<file path="src/rtl/mem_store_unit.sv">
// Store engine: serialises a committed SB/SH/SW into byte writes on the 8-bit RAM port.
// Optional I/O back-pressure gate enabled by defining MEM_ST_IO_WAIT_EN.
module mem_store_unit #(
  parameter int         ADDR_W = 32,
  parameter int         DATA_W = 32,
  parameter logic [1:0] IO_HI  = 2'b11
) (
  input  logic              clk,
  input  logic              rst,
  input  logic              rdy,
  input  logic              st_ena,
  input  logic [ADDR_W-1:0] st_addr,
  input  logic [DATA_W-1:0] st_data,
  input  logic [3:0]        st_len,
  output logic              st_done,
  output logic              bus_req,
  input  logic              bus_gnt,
  output logic [ADDR_W-1:0] mem_a,
  output logic [7:0]        mem_dout,
  output logic              mem_wr,
  input  logic              io_buffer_full
);

  typedef enum logic [2:0] {
    S_IDLE,
    S_REQ,
    S_WRITE,
    S_DONE,
    S_RELEASE
  } state_e;

  state_e              state_q, state_d;
  logic [ADDR_W-1:0]   addr_q, addr_d;
  logic [DATA_W-1:0]   data_q, data_d;
  logic [1:0]          last_q, last_d;
  logic [1:0]          k_q, k_d;
  logic                bus_req_q, bus_req_d;
  logic                wr_fire;
  logic                io_hold;
  logic                unused_inputs;
  logic [ADDR_W-1:0]   byte_addr;
  logic [7:0]          byte_data;

  // I/O writes are held off while the UART cannot accept another byte.
`ifdef MEM_ST_IO_WAIT_EN
  assign io_hold       = (addr_q[17:16] == IO_HI) && io_buffer_full;
  assign unused_inputs = ^st_len[3:2];
`else
  assign io_hold       = 1'b0;
  assign unused_inputs = ^{st_len[3:2], io_buffer_full};
`endif

  always_comb begin
    // NOTE: every signal assigned here gets a default first, otherwise a
    // path that skips an assignment would infer a latch.
    state_d   = state_q;
    addr_d    = addr_q;
    data_d    = data_q;
    last_d    = last_q;
    k_d       = k_q;
    bus_req_d = bus_req_q;
    wr_fire   = 1'b0;

    if (rdy) begin
      unique case (state_q)
        S_IDLE: begin
          if (st_ena) begin
            addr_d    = st_addr;
            data_d    = st_data;
            last_d    = st_len[1:0];
            k_d       = 2'd0;
            bus_req_d = 1'b1;
            state_d   = S_REQ;
          end
        end
        S_REQ: begin
          if (bus_gnt) state_d = S_WRITE;
        end
        S_WRITE: begin
          if (bus_gnt && !io_hold) begin
            wr_fire = 1'b1;
            if (k_q == last_q) begin
              k_d       = 2'd0;
              bus_req_d = 1'b0;
              state_d   = S_DONE;
            end else begin
              k_d = k_q + 2'd1;
            end
          end
        end
        S_DONE: begin
          state_d = S_RELEASE;
        end
        S_RELEASE: begin
          // A still-high st_ena belongs to the store just finished.
          if (!st_ena) state_d = S_IDLE;
        end
        default: state_d = S_IDLE;
      endcase
    end
  end

  always_ff @(posedge clk or posedge rst) begin
    if (rst) begin
      state_q   <= S_IDLE;
      addr_q    <= '0;
      data_q    <= '0;
      last_q    <= 2'd0;
      k_q       <= 2'd0;
      bus_req_q <= 1'b0;
    end else begin
      // NOTE: non-blocking assignments so every flop samples the pre-edge
      // value of the others, independent of statement order.
      state_q   <= state_d;
      addr_q    <= addr_d;
      data_q    <= data_d;
      last_q    <= last_d;
      k_q       <= k_d;
      bus_req_q <= bus_req_d;
    end
  end

  assign byte_addr = addr_q + {{(ADDR_W-2){1'b0}}, k_q};
  assign byte_data = data_q[{k_q, 3'b000} +: 8];

  // Address/data are forced to zero whenever no write is strobed.
  assign mem_wr   = wr_fire;
  assign mem_a    = wr_fire ? byte_addr : '0;
  assign mem_dout = wr_fire ? byte_data : 8'h00;
  assign bus_req  = bus_req_q;
  assign st_done  = rdy && (state_q == S_DONE);

  a_wr_needs_req: assert property (@(posedge clk) disable iff (rst) mem_wr |-> bus_req);
  a_done_single:  assert property (@(posedge clk) disable iff (rst) st_done |=> !st_done);

endmodule

</file>
<file path="config.mk">
export PLATFORM = sky130hd
export DESIGN_NAME = mem_store_unit
export DESIGN_NICKNAME = d
export VERILOG_FILES = /design/src/rtl/mem_store_unit.sv
export SDC_FILE = /design/constraint.sdc
export NUM_CORES = 1
export LEC_CHECK = 0
export BUFFER_PORTS_ARGS = -buffer_cell sky130_fd_sc_hd__buf_4
export CAP_MARGIN = 15
export CORE_ASPECT_RATIO = 0.75
export CORE_MARGIN = 2
export CORE_UTILIZATION = 52
export CTS_CLUSTER_DIAMETER = 30
export CTS_CLUSTER_SIZE = 20
export DETAILED_ROUTE_END_ITERATION = 8
export PLACE_DENSITY = 0.81
export SYNTH_ARGS = -nofsm -noshare
export SYNTH_HDL_FRONTEND = slang
export SYNTH_SLANG_ARGS = --single-unit
export TNS_END_PERCENT = 5
</file>
<file path="constraint.sdc">
create_clock -name clk -period 3.13 [get_ports clk]
set_clock_uncertainty 0.05 [all_clocks]
set_input_delay 0.4695 -clock clk [delete_from_list [all_inputs] [get_ports clk]]
set_output_delay 0.4695 -clock clk [all_outputs]
set_load 0.02 [all_outputs]
</file>
==> results.yml, run 1 <==
synthesis:
  syn_nets: 411
  synth_common_cells: "dfrtp_1, mux2_2, a21oi_1, nand2_1, and2_1"
  synthTopCellsByArea: "dfrtp_1, mux2_2, mux4_2"
  syn_area_sq_um: 3870
  ys_types: 42
  synth.most_common_cell: "dfrtp_1"
  async_flop_share: 1.00
  yosys.area.top_type_share: 0.465
  ys_ff_latch: 72
  postSynthCellCount: 334
  yosys.area.top_type: "dfrtp_1"
  synth_edf_count: 0
  ys.flop_type: "dfrtp_1"
  synth_area_per_cell_sq_um: 11.6
  ys_seq_area_frac: 0.465
  ys_warn_count: 0
routing:
  dr.pass1.iters: 4
  antenna_left: 0
  post_drt_wl_per_cell_um: 16.2
  dr.first_iter.drc_count: 100
  route.vias.total: 3102
  routed_wl_um: 8990
  drc: 0
  vias_per_cell: 5.58
min_path:
  hp-class: "in2async"
critical_path:
  cp.required_ns: 2.61
  cp_max_fo: 16
  cp_top_family: "simple AND/OR/NAND/NOR gates"
  max_stage_delay_ns: 0.48
  cp-end-kind: "primary output"
  critPathSlowestCell: "or4_1"
  worstPathCellList: "ha_4 > fa_2 > and4_4 > nand4_1 > buf_6 > or4_1 > a21oi_1 > buf_4"
  crit_arrival_ns: 2.53
  start_kind: "flip-flop"
  worst-path-stages: 8
  path_buf_inv: 2
  r2r_cells: 4
  critPathKind: "reg2out"
global_routing:
  grt_util_met2: 0.368
  grt_pass1_wl_um: 14800
  busiest_layer: "met2"
  grt_max_degree: 37
  use_met3: 0.0665
  grt_overflow: 0
  antenna_found_initial: 0
  grt_use_met1: 0.299
  grt_pass1_vias: 3072
  grt_usage: 0.225
sta:
  hold_viol_final: 0
  period_share: 0.975
  fin_crit_ns: 3.05
  rsz0062_at_grt: "yes"
  drv_slew: 0
  slew_headroom: 0.408
  whs_ns: 0.185
  fmax_mhz: 328
  finalSetupViolations: 0
  tightest_slew_ns: 0.887
cells_and_area:
  seqCellArea_sq_um: 1800
  multi_input_area_sq_um: 1990
  nFillCells: 549
  drive_gt1_frac: 0.492
  diodes: 0
  nNetsFinal: 527
  syn2layout_area_growth_pct: 30.9
  utilization: 0.698
  finish.instance_area_sq_um: 5070
cts:
  cts_tree: "done"
  cts.reportedPaths.clkPinSlew_ns: 0.08
  clk_path_buf_depth: 2
  cts.htree.levels: 3
  clock_latency_ns: 0.35
  cts_buffers: 9
  cts-root-buf: "clkbuf_8"
  clock_sinks: 72
run_status:
  run_status: "complete, no violations"
floorplan:
  start_util: 0.533
  coreArea_sq_um: 7260
  die_x_um: 104
  io_pins: 117
  rows: 27
  dieHeight_um: 78.7
  die_area_sq_um: 8160
pwr:
  leakagePower_nw: 2.22
  pwr_density_cell_nw_per_um2: 821
  ir_drop_mv: 0.462
job:
  drv_cap: 0
placed_design:
  placed_area_sq_um: 4840
  dp_hpwl_um: 6490
  numPortBuffers: 113
  gp_congestion: 0.818
[timing repair]
| action | CTS | global route |
|---|---|---|
| pin swaps | 0 | 4 |
| cloned | 0 | 0 |
| setup endpoints to repair | 5 | 6 |
| setup buffers | 0 | 2 |
| gates resized for setup | 3 | 6 |
| hold buffers | 0 | 0 |
[metal layers]
metal | part of all wire | routed length (um) | up-vias
met4 | 0.0093 | 84 | 0
met5 | 0 | 0 | -
met2 | 0.49 | 4450 | 89
li1 | - | - | 1468
met3 | 0.057 | 510 | 7
met1 | 0.44 | 3950 | 1538
[through the flow]
step                      instances  power (mW)  setup WS (ns)  TNS (ns)
after floorplan                 334        2.95          0.373         0
after global placement          538        3.37          0.355         0
after detailed placement        538        3.48          0.346         0
after CTS                       554        4.17         0.0275         0
after global routing            556        4.47        -0.0189   -0.0516
final                           556        4.16         0.0772         0
[cells by family (layout without fill, tap and decap cells)]
| group | count (synthesis) | count (layout) | synth area share |
|---|---|---|---|
| fa+ha+maj | 3 | 3 | 0.0116 |
| xor+xnor | 14 | 14 | 0.0317 |
| simple gates | 97 | 97 | 0.148 |
| buf+inv | 26 | 147 | 0.0284 |
| flops | 72 | 72 | 0.465 |
| mux | 76 | 76 | 0.244 |
| compound gates | 46 | 46 | 0.0714 |
[sequential cells by signal, indices dropped and copies added (netlist names)]
| name | count |
|---|---|
| addr_q | 32 |
| data_q | 32 |
| state_q | 3 |
| k_q | 2 |
| last_q | 2 |
| bus_req | 1 |
[where the power goes]
group / switching (mW) / internal (mW)
Clock: 0.365 / 0.310
Sequential: 0.437 / 1.40
Combinational: 0.695 / 0.952
[layout by cell type, fill, tap and decap left out, drive strengths merged]
master    instances
clkinvlp          4
mux2             66
xor2              5
nor3              2
nand3             7
a21o              1
a2111oi           1
and2             15
a21oi            21
clkbuf           10
nor2b             1
and3b             1
or3b              1
dfrtp            72
mux4              8
o22ai             1
mux2i             2
fa                1
nor2             12
and3              2
o31ai            12
buf             123
nor4              2
clkinv            1
nor4b             1
nand2b            2
xnor2             9
o2bb2ai           1
or2               2
and4              5
o21a              1
ha                2
nand2            16
or3               7
or4              11
a21boi            1
o21ai             7
inv               9
nand4            10
[area by class of cell]
type | count | area share
tap | 101 | 0.0249
timing repair buffer | 123 | 0.185
inverter | 8 | 0.00592
sequential | 72 | 0.355
clock inverter | 6 | 0.00864
multi-input combinational | 236 | 0.392
clock buffer | 10 | 0.0272
[path summary, 6_finish.rpt]
kind,start,to,slack (ns)
max,k_q[0],mem_a[28],0.08
min,rst,data_q[22],0.18
max in group asynchronous,rst,addr_q[21],2.08
max reg2reg,state_q[0],data_q[3],0.77
min reg2reg,data_q[17],data_q[17],0.46
min in group clk,st_addr[22],addr_q[22],0.30
[worst register-to-register path: cells and delay by family, from the launching register on]
| kind | cells | cell delay, ns |
|---|---|---|
| flip-flops | 1 | 0.43 |
| multiplexers | 1 | 0.29 |
| AND/OR/NAND/NOR | 2 | 1.12 |
| buffers and inverters | 1 | 0.35 |
Note: power is estimated with default switching activity, not from simulation.
==> inputs of run 2 (changes only) <==
--- a/config.mk
+++ b/config.mk
@@ -7,13 +7,16 @@
 export LEC_CHECK = 0
 export BUFFER_PORTS_ARGS = -buffer_cell sky130_fd_sc_hd__buf_4
 export CAP_MARGIN = 15
+export CELL_PAD_IN_SITES_DETAIL_PLACEMENT = 0
+export CELL_PAD_IN_SITES_GLOBAL_PLACEMENT = 1
 export CORE_ASPECT_RATIO = 0.75
 export CORE_MARGIN = 2
-export CORE_UTILIZATION = 52
+export CORE_UTILIZATION = 40
 export CTS_CLUSTER_DIAMETER = 30
 export CTS_CLUSTER_SIZE = 20
 export DETAILED_ROUTE_END_ITERATION = 8
-export PLACE_DENSITY = 0.81
+export GPL_TIMING_DRIVEN = 0
+export PLACE_DENSITY_LB_ADDON = 0.1
 export SYNTH_ARGS = -nofsm -noshare
 export SYNTH_HDL_FRONTEND = slang
 export SYNTH_SLANG_ARGS = --single-unit
==> results.yml, run 2 (synthesized netlist as in run 1, its figures left out) <==
run_status:
  run_status: "complete, no violations"
critical_path:
  critPathSlowestCell: "or4_1"
  crit_path_frequent_cell: "buf_4"
  cp-end-kind: "primary output"
  worstPathCellList: "ha_1 > a21oi_2 > or3_1 > buf_4 > or4_1 > a21oi_1 > buf_4"
  crit_arrival_ns: 2.55
  cp.required_ns: 2.61
  critPathKind: "reg2out"
  max_stage_delay_ns: 0.46
  cp_max_fo: 8
  start_kind: "flip-flop"
floorplan:
  coreArea_sq_um: 9540
  die_area_sq_um: 10500
  dieHeight_um: 89.2
  io_pins: 117
  rows: 31
  start_util: 0.406
  die_x_um: 118
global_routing:
  grt_overflow: 0
  grt_max_degree: 60
  grt_pass1_wl_um: 14900
  grt_usage: 0.185
  antenna_found_initial: 0
  grt_pass1_vias: 2866
sta:
  drv_slew: 0
  slew_headroom: 0.456
  fin_crit_ns: 3.07
  rsz0062_at_grt: "yes"
  fin_ws_ns: 0.0612
  period_share: 0.980
  tightest_slew_ns: 0.816
  finalSetupViolations: 0
  hold_viol_final: 0
  fmax_mhz: 326
  fin_setup_tns_ns: 0
  whs_ns: 0.00862
pwr:
  switching_share: 0.335
  leakagePower_nw: 2.33
  pwr_density_cell_nw_per_um2: 866
  combPwrFrac: 0.358
  ir_drop_mv: 0.531
  p_clk_frac: 0.244
  internal_power_mw: 3.07
  p_sw_mw: 1.55
  seqPwrFrac: 0.397
cells_and_area:
  top_regs: "addr_q (32), data_q (32), state_q (3)"
  nNetsFinal: 539
  drive_gt1_frac: 0.497
  final_common_cell: "buf_4"
  layout.cells.non_filler: 599
  diodes: 0
  final_cell_mix: "buf_4, dfrtp_1, mux2_2"
  finish.instance_area_sq_um: 5340
  syn2layout_area_growth_pct: 37.9
  nFillCells: 892
job:
  drv_cap: 0
routing:
  drc: 0
  vias_per_cell: 5.10
  dr.pass1.iters: 4
  route.vias.total: 3054
  dr.first_iter.drc_count: 168
  post_drt_wl_per_cell_um: 15.9
  antenna_left: 0
  routed_wl_um: 9520
min_path:
  hp-class: "in2async"
cts:
  clock_sinks: 72
  cts_buffers: 9
  cts.htree.levels: 3
  clock_latency_ns: 0.33
  clk_path_buf_depth: 2
  cts_tree: "done"
  cts-root-buf: "clkbuf_16"
  cts.reportedPaths.clkPinSlew_ns: 0.06
placed_design:
  dp_hpwl_um: 7030
  dp_slack_ns: -0.0708
  dpl.cell_count: 580
  placed_area_sq_um: 4910
  gp_congestion: 0.749
  numPortBuffers: 113
## run 2: cell types whose count changed in the layout (fill, tap and decap cells not counted), moves of 3 or more
| cell | change |
|---|---|
| a21oi_1 | -3 |
| buf_2 | +7 |
| buf_4 | -4 |
| a21oi_2 | +3 |
| clkbuf_16 | +9 |
| clkbuf_1 | +6 |
| clkinvlp_4 | -3 |
| clkbuf_8 | -10 |
## run 2: what timing repair did
action | in CTS | in global routing
cloned | 0 | 0
buffers inserted | 1 | 3
gates resized for setup | 7 | 16
pin swaps | 1 | 7
hold buffers | 0 | 0
endpoints found under the setup margin | 12 | 22
## run 2: cell type report
class                   count  area, sq um  area share
multi-input cells         236         2010       0.377
well taps                 132          165      0.0309
clock buffers               9          225      0.0422
repair buffers            118          913       0.171
inverters                   8         32.5     0.00609
clock inverters             7          103      0.0192
plain buffers              17         87.6      0.0164
flip-flops and latches     72         1800       0.337
## run 2: final timing paths
path                                   from          to  slack (ns)  depth (start not counted)
worst min-delay path                    rst  addr_q[25]       0.009                          2
max in group asynchronous               rst  data_q[14]        2.47                          3
min in group clk                st_addr[30]  addr_q[30]        0.31                          2
worst max register to register   state_q[0]  data_q[14]        1.05                          5
worst max-delay path                 k_q[1]   mem_a[27]        0.06                          7
worst min register to register   data_q[24]  data_q[24]        0.45                          1
## run 2: metrics by stage
stage	utilization	total power, mW
after detailed placement	0.515	3.46
after floorplan	-	2.95
after global routing	0.560	4.95
after global placement	0.512	3.39
after CTS	0.551	4.62
final	0.560	4.62
## run 2: worst max-delay path: cells and delay by family (launching register included)
kind,cells,cell delay (ns)
flops,1,0.42
simple gates,2,0.80
fa+ha+maj,1,0.30
buf+inv,2,0.35
compound gates,2,0.34
## run 2: power groups by stage
stage | clock network [mW] | logic, mW | registers, mW
2_1_floorplan | 0 | 1.23 | 1.72
3_3_place_gp | 0 | 1.57 | 1.82
3_5_place_dp | 0 | 1.61 | 1.84
4_1_cts | 1.16 | 1.63 | 1.83
5_1_grt | 1.20 | 1.82 | 1.92
6_report | 1.13 | 1.66 | 1.84
## run 2: metal layers
| layer | share of wire | GRT usage |
|---|---|---|
| met1 | 0.49 | 0.269 |
| met2 | 0.45 | 0.265 |
| met3 | 0.041 | 0.0561 |
| met4 | 0.012 | 0.0559 |
| met5 | 0 | 0 |
